**src/rtl/rf_wb_arbiter.sv**
```systemverilog
// Round-robin arbiter sharing the register-file write port between the ALU and
// LSU writeback sources, with a per-register busy scoreboard for decode stalls.
module rf_wb_arbiter #(
    parameter int XLEN = 32,
    parameter int NREG = 32,
    parameter int AW   = 5
) (
    input  logic            clk,
    input  logic            reset_n,
    input  logic            s0_valid,
    input  logic [AW-1:0]   s0_rd,
    input  logic [XLEN-1:0] s0_data,
    output logic            s0_ready,
    input  logic            s1_valid,
    input  logic [AW-1:0]   s1_rd,
    input  logic [XLEN-1:0] s1_data,
    output logic            s1_ready,
    output logic            rf_reg_write,
    output logic [AW-1:0]   rf_rd,
    output logic [XLEN-1:0] rf_wb_data,
    input  logic            alloc_valid,
    input  logic [AW-1:0]   alloc_rd,
    output logic            alloc_stall,
    input  logic [AW-1:0]   rs1_idx,
    input  logic [AW-1:0]   rs2_idx,
    output logic            rs1_busy,
    output logic            rs2_busy,
    input  logic            flush
);

    logic            r_last_grant;
    logic            r_reg_write;
    logic [AW-1:0]   r_rd;
    logic [XLEN-1:0] r_wb_data;
    logic [NREG-1:0] r_busy;

    logic            w_grant0;
    logic            w_grant1;
    logic            w_xfer;
    logic [AW-1:0]   w_sel_rd;
    logic [XLEN-1:0] w_sel_data;
    logic            w_alloc_set;

    // With both sources requesting, the one not served last time wins.
    // Readies are held low while in reset so no source believes it transferred.
    assign w_grant0 = reset_n & s0_valid & (~s1_valid | r_last_grant);
    assign w_grant1 = reset_n & s1_valid & (~s0_valid | ~r_last_grant);
    assign w_xfer   = w_grant0 | w_grant1;
    assign s0_ready = w_grant0;
    assign s1_ready = w_grant1;

    // NOTE: every variable assigned in always_comb gets a default first so no
    // path leaves it unassigned, which would infer a latch.
    always_comb begin
        w_sel_rd   = s0_rd;
        w_sel_data = s0_data;
        if (w_grant1) begin
            w_sel_rd   = s1_rd;
            w_sel_data = s1_data;
        end
    end

    // NOTE: sequential state uses non-blocking assignments so every register
    // samples the pre-edge values regardless of statement order.
    always_ff @(posedge clk or negedge reset_n) begin
        if (!reset_n) begin
            r_last_grant <= 1'b1;
            r_reg_write  <= 1'b0;
            r_rd         <= '0;
            r_wb_data    <= '0;
        end else begin
            r_reg_write <= w_xfer & (w_sel_rd != '0);
            if (w_xfer) begin
                r_last_grant <= w_grant1;
                r_rd         <= w_sel_rd;
                r_wb_data    <= w_sel_data;
            end
        end
    end

    assign rf_reg_write = r_reg_write;
    assign rf_rd        = r_rd;
    assign rf_wb_data   = r_wb_data;

    assign alloc_stall = alloc_valid & r_busy[alloc_rd];
    assign w_alloc_set = alloc_valid & ~alloc_stall & (alloc_rd != '0);
    assign rs1_busy    = r_busy[rs1_idx];
    assign rs2_busy    = r_busy[rs2_idx];

    // Clear happens at the end of the commit cycle; a same-edge allocation of
    // that index is applied afterwards and therefore wins.
    always_ff @(posedge clk or negedge reset_n) begin
        if (!reset_n) begin
            r_busy <= '0;
        end else if (flush) begin
            r_busy <= '0;
        end else begin
            if (r_reg_write) r_busy[r_rd] <= 1'b0;
            if (w_alloc_set) r_busy[alloc_rd] <= 1'b1;
            r_busy[0] <= 1'b0;
        end
    end

endmodule
```
**config.mk**
```make
export PLATFORM = sky130hd
export DESIGN_NAME = rf_wb_arbiter
export DESIGN_NICKNAME = d
export VERILOG_FILES = /design/src/rtl/rf_wb_arbiter.sv
export SDC_FILE = /design/constraint.sdc
export NUM_CORES = 1
export LEC_CHECK = 0
export CAP_MARGIN = 15
export CORE_AREA = 2 2 98 100
export DETAILED_ROUTE_END_ITERATION = 8
export DIE_AREA = 0 0 100 102
export HOLD_SLACK_MARGIN = 0.08
export PLACE_DENSITY = 0.82
export SYNTH_ARGS = -nofsm -noshare
export SYNTH_HDL_FRONTEND = slang
export SYNTH_SLANG_ARGS = --single-unit
```
**constraint.sdc**
```tcl
create_clock -name clk -period 3.1 [get_ports clk]
set_clock_uncertainty 0.1 [all_clocks]
set_input_delay 0.62 -clock clk [delete_from_list [all_inputs] [get_ports clk]]
set_output_delay 0.62 -clock clk [all_outputs]
set_load 0.01 [all_outputs]
```
==> results by group <==
Setup path
  • Kind of critical path: input port to output port
  • Worst Path Arrival: 2.32 ns
  • CP Launch Type: input port
  • Reg2reg start: r_busy[12]
  • Most used cell, CP: mux4_2
  • Crit-path slowest cell: mux4_2
  • Crit path from: rs2_idx[0]
  • CP required: 2.38 ns
  • Crit path max-delay family: multiplexers
  • Slowest stage delay, CP: 0.49 ns
  • Crit Path Max Fanout: 7
  • CP Buf/Inv Count: 3
  • CP Cell Sequence: clkdlybuf4s15_1 -> buf_12 -> mux4_2 -> mux4_2 -> mux2_4 -> buf_6
  • Crit end category: output port

Cells and area
  • Footprint of the multi-input gates: 2340 sq um
  • Layout Area Growth over Synthesis: 46.4%
  • Fillers: 719
  • Final nets: 673
  • Ratio of cells with drive above 1 in the final layout: 0.166
  • Commonest non-fill, non-tap cell in the layout: clkdlybuf4s50_1
  • Area of all sequential standard cells: 1750 sq um
  • Finished Cell Area: 6110 sq um
  • N_diodes: 0
  • Commonest non-fill, non-tap cells in the layout: clkdlybuf4s50_1, dfrtp_1, nand2_1

GRT
  • Aggregate global-route resource usage: 0.258
  • Largest net degree at the start of global routing: 68
  • Total gr overflow: 0
  • Number of antenna violations at the first check in global routing: 0
  • Vias in the first global route: 4127
  • First-pass GRT wire length: 20500 microns

Timing
  • Final setup TNS: 0 ns
  • Max Freq: 0.329 GHz
  • Worst Max-Slew Pin Slew: 0.831 ns
  • Setup-failing EPs final: 0
  • Slew HR: 0.446
  • Final hold violations: 0
  • RSZ-0062 raised after global routing: false
  • Slew Limit Fails: 0
  • Period utilisation layout: 0.981
  • Period minus WS final: 3.04 ns

Detailed routing
  • Vias: 4023
  • DR WL/cell: 18.3 microns
  • Routed wire length: 12700 microns
  • DRT antenna net count: 0
  • DRC viols: 0
  • Initial DRC count: 291
  • Via density per instance: 5.80
  • Drt first pass iters: 5

Clocking
  • TritonCTS clock tree: done
  • Htree depth: 3
  • Deepest clock path buffer count: 2
  • Clock buffer count from CTS: 9
  • Clock slew at reported path FFs: 0.08 ns
  • Clk_lat worst skew: 0.34 ns
  • Sink Count: 70
  • Clk root buf: clkbuf_8

Worst hold path
  • Hold Path Origin: rf_wb_data[4]
  • Min-delay worst type: flop to flop

Logic synthesis
  • Asr flop ratio synth: 1.00
  • Post-Syn Area: 4170 sq um
  • Post-synth top area share: 0.414
  • Cells after Synth: 420
  • Top post-synthesis cells by area: dfrtp_1, mux2i_1, mux4_2, o21ai_0, nand2_1
  • Most area-hungry cell type in the Yosys netlist: dfrtp_1
  • Synth cell types: 39
  • Synth Register Bits: 70
  • Ys flop type: dfrtp_1
  • Synthesized area per cell: 9.94 sq um
  • Yosys warns: 0
  • Syn Nets: 515
  • Post-synth EDFFs: 0
  • Post-synthesis sequential area ratio: 0.420

Die
  • Die Wd: 100 microns
  • Io pins: 138
  • Die Height: 102 microns
  • Die Footprint: 10200 sq um
  • Core Area: 9110 sq um
  • Initial Util: 0.458
  • Num rows: 35

Power
  • PwrDens: 380 nW/um^2
  • Leak: 2.68 nW
  • Maximum VDD drop: 0.241 mV

Place
  • Dpl cell area: 5880 sq um
  • Routability cong.: 0.939
  • Detailed Place HPWL: 9600 microns
  • Port bufs: 137

Flow run
  • Maxcap violations: 0

Run status
  • Status: complete, no violations
power by group:
| part | internal (mW) | total (mW) | switching, mW |
|---|---|---|---|
| Sequential | 0.988 | 1.05 | 0.0669 |
| Combinational | 0.352 | 0.616 | 0.264 |
| Clock | 0.291 | 0.651 | 0.360 |
| Total | 1.63 | 2.32 | 0.691 |
what timing repair did:
item	CTS	global route
setup endpoints to repair	3	3
cloned	0	0
hold endpoints to repair	2	0
gates resized for setup	30	6
hold buffers	1	0
setup buffers	2	0
pin swaps	1	1
flip-flops by register name (all words and copies together) (netlist names):
register / cells
rf_wb_data: 32
r_busy: 31
rf_rd: 5
r_last_grant: 1
rf_reg_write: 1
worst reg2reg max path: stages, from the launching register on:
cell      delay (ns)
dfrtp_1         0.45
mux4_2          0.50
nand2b_2        0.10
nand4_4         0.11
buf_4           0.16
or4_4           0.46
o21ai_1         0.16
cells in the mapped netlist (all sizes together) (6+ instances only):
| master | count |
|---|---|
| a21oi | 20 |
| buf | 10 |
| clkbuf | 17 |
| dfrtp | 69 |
| mux2 | 6 |
| mux2i | 45 |
| mux4 | 19 |
| nand2 | 61 |
| nand2b | 8 |
| nand3 | 13 |
| nand3b | 15 |
| nor2 | 7 |
| nor2b | 10 |
| o21ai | 79 |
| or3b | 6 |
cell families (layout without fill, tap and decap cells):
logic type             count (synthesis)  after routing  synth area share
AO/OA/AOI/OAI                        109            109             0.138
multiplexers                          70             70             0.227
flip-flops                            70             70             0.420
buffers and inverters                 29            192            0.0294
AND/OR/NAND/NOR                      142            142             0.186
stage by stage:
step                setup WS, ns   util  cells  power, mW  hold WS (ns)
global placement          -0.563  0.645    675       1.66         0.344
floorplan                  0.297      -    420       1.30         0.224
detailed placement        -0.598  0.645    675       1.68         0.349
global route              0.0141  0.671    694       2.44         0.422
finish                    0.0589  0.671    694       2.32         0.384
CTS                       0.0180  0.669    694       2.34         0.389
worst paths after layout:
| path | depth (start not counted) | end | slack (ns) |
|---|---|---|---|
| min in group asynchronous | 2 | rf_wb_data[28] | 0.55 |
| max in group asynchronous | 3 | rf_wb_data[13] | 1.31 |
| max reg2reg | 6 | r_busy[10] | 0.99 |
| max | 6 | rs2_busy | 0.06 |
| min | 2 | rf_wb_data[4] | 0.38 |
| min reg2reg | 2 | rf_wb_data[4] | 0.38 |
per-layer routing:
metal  GRT usage  part of all wire
met1       0.294              0.37
met3      0.0978              0.12
met4      0.0991             0.028
met5           0                 0
met2       0.443              0.48
area by class of cell:
| type | count | share of cell area |
|---|---|---|
| multi-input combinational | 321 | 0.383 |
| sequential | 70 | 0.287 |
| timing repair buffer | 174 | 0.277 |
| tap | 111 | 0.0227 |
| clock buffer | 9 | 0.0203 |
| clock inverter | 7 | 0.00819 |
| inverter | 2 | 0.00123 |
Note: power is estimated with default switching activity, not from simulation.
